`src/rtl/seg_display_scanner_pkg.sv`:
```
// -----------------------------------------------------------------------------
// seg_disp_pkg
//   Shared constants for the seven-segment display scanner.
//   - SEG_W   : number of segment lines (a..g)
//   - SEG_OFF : active-high "all segments dark" pattern
//   - HEX_SEG : hex digit to segment table, bit order g..a, 1 = lit
// -----------------------------------------------------------------------------
package seg_disp_pkg;

    localparam int SEG_W = 7;

    localparam logic [SEG_W-1:0] SEG_OFF = '0;

    localparam logic [SEG_W-1:0] HEX_SEG [16] = '{
        7'h3F, 7'h06, 7'h5B, 7'h4F,   // 0 1 2 3
        7'h66, 7'h6D, 7'h7D, 7'h07,   // 4 5 6 7
        7'h7F, 7'h6F, 7'h77, 7'h7C,   // 8 9 A b
        7'h39, 7'h5E, 7'h79, 7'h71    // C d E F
    };

    // Convenience lookup for upstream counters that hold BCD/hex nibbles.
    function automatic logic [SEG_W-1:0] hex_to_seg(input logic [3:0] value);
        return HEX_SEG[value];
    endfunction

endpackage

```
`src/rtl/seg_display_scanner_scan_counter.sv`:
```
// -----------------------------------------------------------------------------
// seg_scan_counter
//   Refresh divider and digit index for the display scan. div_cnt runs
//   0..REFRESH_DIV-1; on its wrap the digit index advances, wrapping from
//   NUM_DIGITS-1 back to 0.
//   Ports:
//     clk_i, rst_ni    : clock, asynchronous active-low reset
//     div_cnt_o        : position inside the current digit slot
//     digit_idx_o      : digit currently being scanned
//     frame_start_o    : state (digit 0, div 0) - shadow load point
//     frame_end_o      : state (last digit, last div) - scan wrap point
// -----------------------------------------------------------------------------
module seg_scan_counter #(
    parameter  int NUM_DIGITS  = 4,
    parameter  int REFRESH_DIV = 100000,
    localparam int DIV_W       = (REFRESH_DIV > 1) ? $clog2(REFRESH_DIV) : 1,
    localparam int IDX_W       = (NUM_DIGITS  > 1) ? $clog2(NUM_DIGITS)  : 1
) (
    input  logic             clk_i,
    input  logic             rst_ni,
    output logic [DIV_W-1:0] div_cnt_o,
    output logic [IDX_W-1:0] digit_idx_o,
    output logic             frame_start_o,
    output logic             frame_end_o
);

    localparam logic [DIV_W-1:0] DIV_LAST = DIV_W'(REFRESH_DIV - 1);
    localparam logic [IDX_W-1:0] IDX_LAST = IDX_W'(NUM_DIGITS - 1);

    logic [DIV_W-1:0] div_cnt_q,   div_cnt_d;
    logic [IDX_W-1:0] digit_idx_q, digit_idx_d;
    logic             div_wrap;

    // NOTE: every signal driven in always_comb gets a default first, so no
    // path can leave it unassigned and infer a latch.
    always_comb begin
        div_wrap    = (div_cnt_q == DIV_LAST);
        div_cnt_d   = div_cnt_q + 1'b1;
        digit_idx_d = digit_idx_q;
        if (div_wrap) begin
            div_cnt_d   = '0;
            // Explicit wrap: NUM_DIGITS need not be a power of two.
            digit_idx_d = (digit_idx_q == IDX_LAST) ? '0 : digit_idx_q + 1'b1;
        end
    end

    // NOTE: state registers use non-blocking assignments so all flops update
    // from the same pre-edge values regardless of evaluation order.
    always_ff @(posedge clk_i or negedge rst_ni) begin
        if (!rst_ni) begin
            div_cnt_q   <= '0;
            digit_idx_q <= '0;
        end else begin
            div_cnt_q   <= div_cnt_d;
            digit_idx_q <= digit_idx_d;
        end
    end

    assign div_cnt_o     = div_cnt_q;
    assign digit_idx_o   = digit_idx_q;
    assign frame_start_o = (digit_idx_q == '0)      && (div_cnt_q == '0);
    assign frame_end_o   = (digit_idx_q == IDX_LAST) && div_wrap;

endmodule

```
`src/rtl/seg_display_scanner.sv`:
```
// -----------------------------------------------------------------------------
// seg_display_scanner
//   Time-multiplexed N-digit seven-segment driver with frame-coherent shadow
//   latching, per-digit blanking/decimal point and an anti-ghosting blank gap
//   at the start of every digit slot. All pin outputs are registered.
//   Ports:
//     clk, rst_n  : clock, asynchronous active-low reset
//     digit_segs  : 7 bits per digit, digit i at [7i+6:7i], g..a, 1 = lit
//     digit_dp    : decimal point per digit, 1 = lit
//     digit_en    : 1 = digit shown, 0 = digit blanked (slot still consumed)
//     seg, dp     : segment / decimal point pins, polarity SEG_ACTIVE_LOW
//     an          : one-hot anode pins, polarity AN_ACTIVE_LOW
//     frame_tick  : one-cycle pulse as the scan wraps back to digit 0
// -----------------------------------------------------------------------------
module seg_display_scanner
    import seg_disp_pkg::*;
#(
    parameter int NUM_DIGITS     = 4,
    parameter int REFRESH_DIV    = 100000,
    parameter int BLANK_CYCLES   = 1000,
    parameter bit SEG_ACTIVE_LOW = 1'b1,
    parameter bit AN_ACTIVE_LOW  = 1'b1
) (
    input  logic                        clk,
    input  logic                        rst_n,
    input  logic [SEG_W*NUM_DIGITS-1:0] digit_segs,
    input  logic [NUM_DIGITS-1:0]       digit_dp,
    input  logic [NUM_DIGITS-1:0]       digit_en,
    output logic [SEG_W-1:0]            seg,
    output logic                        dp,
    output logic [NUM_DIGITS-1:0]       an,
    output logic                        frame_tick
);

    localparam int DIV_W = (REFRESH_DIV > 1) ? $clog2(REFRESH_DIV) : 1;
    localparam int IDX_W = (NUM_DIGITS  > 1) ? $clog2(NUM_DIGITS)  : 1;

    localparam logic [DIV_W-1:0]      BLANK_END = DIV_W'(BLANK_CYCLES);
    // XOR masks that turn active-high internal values into pin levels; they
    // are also the inactive pin levels driven during reset.
    localparam logic [NUM_DIGITS-1:0] AN_INV    = {NUM_DIGITS{AN_ACTIVE_LOW}};
    localparam logic [SEG_W-1:0]      SEG_INV   = {SEG_W{SEG_ACTIVE_LOW}};

    logic [DIV_W-1:0] div_cnt;
    logic [IDX_W-1:0] digit_idx;
    logic             frame_start;
    logic             frame_end;

    seg_scan_counter #(
        .NUM_DIGITS  (NUM_DIGITS),
        .REFRESH_DIV (REFRESH_DIV)
    ) u_scan_counter (
        .clk_i         (clk),
        .rst_ni        (rst_n),
        .div_cnt_o     (div_cnt),
        .digit_idx_o   (digit_idx),
        .frame_start_o (frame_start),
        .frame_end_o   (frame_end)
    );

    logic [SEG_W*NUM_DIGITS-1:0] shadow_segs_q, shadow_segs_d;
    logic [NUM_DIGITS-1:0]       shadow_dp_q,   shadow_dp_d;
    logic [NUM_DIGITS-1:0]       shadow_en_q,   shadow_en_d;

    logic [NUM_DIGITS-1:0] an_q,  an_d;
    logic [SEG_W-1:0]      seg_q, seg_d;
    logic                  dp_q,  dp_d;
    logic                  frame_tick_q, frame_tick_d;

    logic [SEG_W-1:0]      cur_segs;
    logic                  blank;

    always_comb begin
        // Inputs are sampled only at the frame boundary so a counter update
        // can never tear across digits within one frame.
        shadow_segs_d = shadow_segs_q;
        shadow_dp_d   = shadow_dp_q;
        shadow_en_d   = shadow_en_q;
        if (frame_start) begin
            shadow_segs_d = digit_segs;
            shadow_dp_d   = digit_dp;
            shadow_en_d   = digit_en;
        end

        // Outputs are built from the pre-update shadow. The load cycle sits at
        // div_cnt == 0, which is always inside the blank gap, so stale shadow
        // contents never reach the pins.
        cur_segs = shadow_segs_q[int'(digit_idx)*SEG_W +: SEG_W];
        blank    = (div_cnt < BLANK_END) || !shadow_en_q[digit_idx];

        an_d  = blank ? '0 : (NUM_DIGITS'(1) << digit_idx);
        seg_d = blank ? SEG_OFF : cur_segs;
        dp_d  = !blank && shadow_dp_q[digit_idx];

        an_d  = an_d  ^ AN_INV;
        seg_d = seg_d ^ SEG_INV;
        dp_d  = dp_d  ^ SEG_ACTIVE_LOW;

        // Registered wrap flag lands in the same cycle as the boundary state.
        frame_tick_d = frame_end;
    end

    always_ff @(posedge clk or negedge rst_n) begin
        if (!rst_n) begin
            // NOTE: the shadow bank is reset too (it is plain flops, not a RAM),
            // keeping the display dark and deterministic until the first load.
            shadow_segs_q <= '0;
            shadow_dp_q   <= '0;
            shadow_en_q   <= '0;
            an_q          <= AN_INV;
            seg_q         <= SEG_INV;
            dp_q          <= SEG_ACTIVE_LOW;
            frame_tick_q  <= 1'b0;
        end else begin
            shadow_segs_q <= shadow_segs_d;
            shadow_dp_q   <= shadow_dp_d;
            shadow_en_q   <= shadow_en_d;
            an_q          <= an_d;
            seg_q         <= seg_d;
            dp_q          <= dp_d;
            frame_tick_q  <= frame_tick_d;
        end
    end

    assign an         = an_q;
    assign seg        = seg_q;
    assign dp         = dp_q;
    assign frame_tick = frame_tick_q;

endmodule

```
`config.mk`:
```
export PLATFORM = sky130hd
export DESIGN_NAME = seg_display_scanner
export DESIGN_NICKNAME = d
export VERILOG_FILES = /design/src/rtl/seg_display_scanner_pkg.sv /design/src/rtl/seg_display_scanner_scan_counter.sv /design/src/rtl/seg_display_scanner.sv
export SDC_FILE = /design/constraint.sdc
export NUM_CORES = 1
export LEC_CHECK = 0
export ABC_AREA = 1
export BUFFER_PORTS_ARGS = -buffer_cell sky130_fd_sc_hd__buf_4
export CORE_MARGIN = 5
export CORE_UTILIZATION = 51
export DETAILED_ROUTE_END_ITERATION = 16
export PLACE_DENSITY = 0.75
export SLEW_MARGIN = 10
export SYNTH_ARGS = -nofsm -noshare
export SYNTH_HDL_FRONTEND = slang
export SYNTH_SLANG_ARGS = --single-unit
export TNS_END_PERCENT = 5
```
`constraint.sdc`:
```
create_clock -name clk -period 1.8 [get_ports clk]
set_clock_uncertainty 0.05 [all_clocks]
set_input_delay 0.27 -clock clk [delete_from_list [all_inputs] [get_ports clk]]
set_output_delay 0.27 -clock clk [all_outputs]
set_load 0.02 [all_outputs]
```
Word level (Yosys, flattened, before mapping)
Index checks and enable logic that the tools add are counted.
Widths: inputs -> output; s select.
{ "word_totals": {"regBits": 68, "in_bits": 38, "out_inout_bits": 13, "elab_cells": 37} }
{ "op_classes": {"add_sub_neg": 2, "n_mul": 1, "n_lt_le_gt_ge": 2, "n_eq_ne": 2, "shifts": 2, "mux": 8, "n_bitwise": 3, "reduce_logical": 8} }
{ "op_table": {"columns": ["cell", "count"], "rows": [
  ["$shiftx 28x6->7", 1],
  ["$add 17x1->17 const B", 1],
  ["$eq 17x17->1 const B", 1],
  ["$logic_not 17->1", 1],
  ["$lt 17x10->1 const B", 1],
  ["$mux 17", 1],
  ["$mux 7", 1],
  ["$not 7->7", 1],
  ["$mul 2x3->5 const B", 1],
  ["$bmux 1 s2", 2],
  ["$mux 4", 1],
  ["$not 4->4", 1],
  ["$shl 1x2->4 const A", 1],
  ["$logic_and 1x1->1", 3],
  ["$lt 2x3->1 const B", 1],
  ["$add 2x1->2 const B", 1],
  ["$eq 2x2->1 const B", 1],
  ["$logic_not 1->1", 2],
  ["$logic_not 2->1", 1],
  ["$mux 1", 2],
  ["$mux 2", 1],
  ["$logic_or 1x1->1", 1],
  ["$not 1->1", 1]
]} }

Depth between registers and ports, before layout
Gate-level depths: netlist of run 1.
{ "logic_depth": {"word_depth": 7, "ltp_mapped": 11, "ltp_nobuf": 9} }

Hierarchy
A second synthesis of run 1 with hierarchy kept.
{ "hier_totals": {"hier_cells": 376, "hier_area_um2": 3453.3} }
{ "modules_own_cells": {"columns": ["mod", "n_inst", "cells_each", "area_each_um2", "seq_area_each_um2"], "rows": [
  ["seg_display_scanner", 1, 210, 2280.9, 1241.2],
  ["seg_scan_counter", 1, 166, 1172.4, 475.5]
]} }

Worst setup path after synthesis of run 1
No wires, ideal clock.
{ "synth_timing": {"kind": "flip-flop to flip-flop", "from": "reg u_scan_counter.digit_idx_q[0] (netlist: u_scan_counter.digit_idx_o[0])", "to": "reg shadow_dp_q[3]", "setup_time_ns": 0.117, "arrival_ns": 1.761, "path_slack_ns": -0.128, "path_stages_with_launch": 12, "path_buffers": 4, "period_less_slack_ns": 1.928, "path_cell_list": "dfrtp_1 > buf_2 > inv_1 > buf_2 > buf_4 > ha_1 > nand2_1 > nor2_8 > nand3_4 > buf_6 > nand2_1 > nand2_1"} }
{ "synth_via": {"elab_chain_cells": 2} }
{ "synth_rtl": {"columns": ["item", "line_no", "source"], "rows": [
  ["start: declaration", "seg_display_scanner_scan_counter.sv:31", "logic [IDX_W-1:0] digit_idx_q, digit_idx_d;"],
  ["start signal: assignment", "seg_display_scanner_scan_counter.sv:55", "digit_idx_q <= digit_idx_d;"],
  ["$logic_not 2->1", "seg_display_scanner_scan_counter.sv:61", "assign frame_start_o = (digit_idx_q == '0) && (div_cnt_q == '0);"],
  ["$logic_and 1x1->1", "seg_display_scanner_scan_counter.sv:61", null],
  ["end signal: assignment", "seg_display_scanner.sv:116", "shadow_dp_q <= shadow_dp_d;"],
  ["end: declaration", "seg_display_scanner.sv:62", "logic [NUM_DIGITS-1:0] shadow_dp_q, shadow_dp_d;"]
]} }
Every way passes these cells.
A chain may end at the register's enable or synchronous reset.

Final worst setup path of run 1
{ "layout_timing": {"from": "reg u_scan_counter.div_cnt_q[11] (netlist: u_scan_counter.div_cnt_o[11])", "to": "reg shadow_segs_q[18]"} }
{ "layout_via": {"elab_chain_cells": 2} }
{ "layout_rtl": {"columns": ["item", "line_no", "source"], "rows": [
  ["start: declaration", "seg_display_scanner_scan_counter.sv:30", "logic [DIV_W-1:0] div_cnt_q, div_cnt_d;"],
  ["start signal: assignment", "seg_display_scanner_scan_counter.sv:54", "div_cnt_q <= div_cnt_d;"],
  ["$logic_not 17->1", "seg_display_scanner_scan_counter.sv:61", null],
  ["$logic_and 1x1->1", "seg_display_scanner_scan_counter.sv:61", null],
  ["end signal: assignment", "seg_display_scanner.sv:115", "shadow_segs_q <= shadow_segs_d;"],
  ["end: declaration", "seg_display_scanner.sv:61", "logic [SEG_W*NUM_DIGITS-1:0] shadow_segs_q, shadow_segs_d;"]
]} }
Every way passes these cells.

==> metrics.txt, run 1 <==
CTS tree done; average via count per standard cell 5.51; Synth Register Bits 68; DR WL/cell 15.4 um; Mapped Nets 449; VDD IR max 0.000420 V; final WL 8.31 mm; Max Fclk 0.587 GHz; core area 6420 um^2; pwr dens 778 nW/um^2; H-tree levels 3; top cells by area, synth dfrtp_1 41%, nand2_1 12%, dfstp_2 9.3%; Die H 91.6 um; Clock Sinks 68; GRT Total Usage 0.205; Syn Std Cell Area 3400 um^2; max cap viols 0; Seq. cell area 1720 um^2; CTS Buf Count 9; area leader, netlist dfrtp_1; Setup WS pre-CTS 0.114 ns; crit end category register; Crit path required time 2.03 ns; final worst slack 0.0960 ns; pin count of the biggest net entering global routing 37; DPL Wire Length 5.98 mm; die area 8400 um^2; Worst-Margin Slew 0.465 ns; Sequential Power Share 0.498; Post-synth EDFFs 0; Post-Synthesis Cells 405; post-synth cell types 29; clk_lat worst skew 0.34 ns; Synth Warn # 0; Area Growth Syn to Fin 21.2%; DRC 0; CP Class reg -> reg; endpoints failing hold 0; Antenna Nets Post-Route 0; FP Rows 29; fin util 0.641; via count 2975; Design Area, Final 4120 um^2; Clock Path Buffers 2; run status finished clean; async set-reset flop share out of synthesis 1.00; post-synth top area share 0.412; share of cells above drive strength 1 0.231; first-pass GRT wire length 13.7 mm; Clock Power Share 0.454; final setup TNS 0 ns; Primary FF master, synth dfrtp_1; Fin Hold WS 0.125 ns; hold crit path type in -> reg; Final min period 1.70 ns; GRT Residual Overflow 0; most common cell after layout, fill and taps aside nand2_1; Buffers on Ports 50; drt pass-1 iters 5; Comb pwr share 0.048; nets@finish 502; Initial Util 0.529; Worst-path clk slew 0.08 ns; Avg Inst Size Synth 8.39 um^2; clk root buf clkbuf_8; ant diodes 0; placed cell area 3860 um^2; vias in the first global route 2773; area of the multi-input gates 1460 um^2; Crit Path Max Fanout 26; Routability Congestion 0.936; # fillers 565; Net Sw Frac 0.226; Final Max Tran Viols 0; RSZ-0062 raised after global routing false; final setup vio count 0; crit path DAT 1.93 ns; Slew HR 0.690; post-synthesis sequential area ratio 0.505; 1st-iter DRT viols 269; postcts setup bufs 0; leading cell types in the layout, fill and taps excluded 112 x nand2_1, 57 x buf_4, 56 x dfrtp_1, 55 x nor2_1, 38 x nand4_1; critical path startpoint category register; antenna violations before repair 0; I/O pin total 51; Die Wd 91.6 um; Pleak 2.06 nW; Net Sw Power 722 uW; fin crit share 0.947; Power Internal 2.48 mW
==> state kept, by name, indices dropped and copies added, names as in the netlist <==
signal                      flops
seg                             7
u_scan_counter.digit_idx_o      2
shadow_segs_q                  28
shadow_en_q                     4
dp                              1
an                              4
shadow_dp_q                     4
u_scan_counter.div_cnt_o       17
frame_tick                      1
==> cells by family after synthesis <==
| family | count (synthesis) | synth area share |
|---|---|---|
| AOI/OAI and AO/OA | 34 | 0.0534 |
| buffers and inverters | 50 | 0.0714 |
| xor gates and xnor gates | 6 | 0.0155 |
| adders and majority gates | 6 | 0.0221 |
| DFF | 68 | 0.505 |
| and+or+nand+nor | 241 | 0.332 |
==> per-layer routing <==
layer / track usage / up-vias / wire [um]
li1: - / 1440 / -
met1: 0.299 / 1402 / 3880
met2: 0.305 / 121 / 3740
met3: 0.0442 / 12 / 571
met4: 0.0641 / 0 / 125
met5: 0 / - / 0
==> metrics by stage <==
| stage | cells | power, mW |
|---|---|---|
| 5_1_grt | 540 | 3.31 |
| 2_1_floorplan | 405 | 1.66 |
| 6_report | 540 | 3.20 |
| 4_1_cts | 539 | 3.21 |
| 3_5_place_dp | 522 | 1.78 |
| 3_3_place_gp | 522 | 1.77 |
==> layout make-up <==
| class | instances | area share |
|---|---|---|
| Sequential cell | 68 | 0.417 |
| Clock buffer | 10 | 0.0334 |
| Timing Repair Buffer | 61 | 0.121 |
| Clock inverter | 6 | 0.0231 |
| Multi-Input combinational cell | 288 | 0.355 |
| Inverter | 30 | 0.0273 |
| Tap cell | 77 | 0.0234 |
==> path summary, 6_finish.rpt <==
kind | slack [ns] | to | cells past startpoint | startpoint
worst max register to register | 0.1 | shadow_segs_q[18] | 6 | u_scan_counter.div_cnt_o[11]
worst min register to register | 0.42 | shadow_segs_q[2] | 2 | shadow_segs_q[2]
min in group asynchronous | 0.37 | u_scan_counter.div_cnt_o[5] | 2 | rst_n
max in group asynchronous | 0.80 | shadow_segs_q[4] | 3 | rst_n
worst max-delay path | 0.1 | shadow_segs_q[18] | 6 | u_scan_counter.div_cnt_o[11]
worst min-delay path | 0.12 | shadow_segs_q[20] | 3 | digit_segs[20]
==> Yosys cell counts, types with 2 or more instances <==
cell and number:
nand2_1 113, nor2_4 3, buf_4 5, dfstp_2 12
ha_1 6, dfrtp_1 56, nor2_1 55, o21ai_0 21
a21oi_1 3, inv_1 25, nand4_1 38, xor2_1 6
o22ai_1 9, buf_2 11, nand3_2 2, inv_2 4
nand3_1 22, buf_6 3
==> critical path, cell delays in order, from the launching register on <==
cell	delay, ns
dfrtp_1	0.45
inv_2	0.08
nand2_1	0.07
nor3_4	0.36
buf_4	0.35
nand4_1	0.17
nand2_1	0.11
==> timing repair <==
action | in CTS | in global routing
resized for setup | 0 | 1
hold buffers | 1 | 0
setup endpoints to repair | 0 | 28
hold endpoints to repair | 22 | 0
==> power groups by stage <==
stage	combinational (mW)	clock, mW	sequential, mW
5_1_grt	0.176	1.53	1.60
6_report	0.153	1.45	1.59
4_1_cts	0.156	1.46	1.59
2_1_floorplan	0.0429	0	1.61
3_5_place_dp	0.154	0	1.62
3_3_place_gp	0.149	0	1.62
Note: power is estimated with default switching activity, not from simulation.
==> inputs of run 2 (changes only) <==
SETUP_SLACK_MARGIN = 0.5   (was default)
==> run 2 against run 1 <==
  * Global-route usage grew 4.4 points
  * Largest power group unchanged
  * Critical path type unchanged
  * Wire length grew 36%
  * Sequential cell count is the same
  * Final cell count grew 7.2%
  * Critical path depth grew 1
==> metrics.txt, run 2 (synthesis results as in run 1) <==
Max Fclk 0.610 GHz; Area Growth Syn to Fin 37.7%; fin crit share 0.910; most common cell after layout, fill and taps aside nand2_1; ant diodes 0; average via count per standard cell 6.05; endpoints failing hold 0; Fin Hold WS 0.114 ns; Clock Path Buffers 2; first-pass GRT wire length 16.3 mm; pwr dens 675 nW/um^2; Reg2Reg Depth 7; max cap viols 0; Crit Path Max Fanout 7; VDD IR max 0.000446 V; 1st-iter DRT viols 524; final setup vio count 0; die area 8400 um^2; Die H 91.6 um; crit end category register; Die Wd 91.6 um; Worst-Margin Slew 0.345 ns; crit path DAT 1.82 ns; Clock Sinks 68; via count 3505; # fillers 420; clk root buf clkbuf_8; antenna violations before repair 0; share of cells above drive strength 1 0.327; critical path startpoint category register; Crit path required time 1.98 ns; Final min period 1.64 ns; core area 6420 um^2; DPL Wire Length 5.95 mm; Biggest register shadow_segs_q; max reg flops 28; Final Max Tran Viols 0; Slew HR 0.768; CP Class reg -> reg; pin count of the biggest net entering global routing 45; Initial Util 0.529; Routability Congestion 0.994; DR WL/cell 19.6 um; nets@finish 541; DRC 0; final WL 11.3 mm; Pleak 2.29 nW; drt pass-1 iters 6; hold path depth 3; Buffers on Ports 50; Power Total 3.16 mW; Setup WS pre-CTS 0.115 ns; final setup TNS 0 ns; FP Rows 29; GRT Residual Overflow 0; GRT Total Usage 0.249; RSZ-0062 raised after global routing true; fin util 0.729; CTS Buf Count 9; leading cell types in the layout, fill and taps excluded 104 x nand2_1, 76 x buf_4, 54 x dfrtp_1, 51 x nor2_1, 38 x nand4_1; run status finished clean; H-tree levels 3; clk_lat worst skew 0.35 ns; Worst-path clk slew 0.08 ns; I/O pin total 51; hold crit path type in -> reg; vias in the first global route 3223; flop2flop setup slack 0.16 ns; final worst slack 0.162 ns; CTS tree done; Antenna Nets Post-Route 0
run 2: power breakdown:
group          leakage [nW]  internal (mW)  switching, mW
Combinational          1.38         0.0813         0.0828
Clock                 0.106          0.782          0.610
Sequential            0.809           1.57         0.0334
run 2: final timing paths:
check / startpoint / endpoint
hold reg to reg: shadow_en_q[2] / shadow_en_q[2]
setup reg to reg: u_scan_counter.div_cnt_o[7] / shadow_segs_q[21]
hold / removal: digit_segs[27] / shadow_segs_q[27]
max in group asynchronous: rst_n / seg[3]
min in group asynchronous: rst_n / u_scan_counter.div_cnt_o[6]
setup / recovery: u_scan_counter.div_cnt_o[7] / shadow_segs_q[21]
run 2: metal layers:
layer | routed length [um] | GRT usage | share of wire
met1 | 4360 | 0.339 | 0.38
met2 | 4900 | 0.369 | 0.43
met3 | 1430 | 0.0704 | 0.13
met4 | 650 | 0.116 | 0.057
met5 | 0 | 0 | 0
run 2: through the flow:
| step | std cells | area, um^2 |
|---|---|---|
| floorplan | 405 | 3440 |
| global placement | 523 | 3880 |
| detailed placement | 523 | 3880 |
| CTS | 570 | 4520 |
| global route | 579 | 4680 |
| finish | 579 | 4680 |
run 2: worst max-delay path: stages, from the launching register on:
cell and delay (ns):
dfrtp_1 0.49, nand3b_4 0.23, nor2_8 0.17, buf_12 0.12, buf_12 0.11, nand3_4 0.12
nand2_1 0.13, nand2_1 0.09
run 2: area by class of cell:
type,count,area [um^2],share of cell area
clock inverters,6,90.1,0.0192
clock buffers,10,128,0.0273
flip-flops and latches,68,1720,0.367
repair buffers,94,911,0.195
multi-input cells,294,1620,0.346
inverters,30,118,0.0251
well taps,77,96.3,0.0206
run 2: repair_timing:
action	in CTS	in global routing
gates resized for setup	24	12
hold buffers	1	0
endpoints found under the hold margin	24	0
pin swaps	10	9
gates cloned	6	6
setup buffers	24	3
setup endpoints to repair	78	79
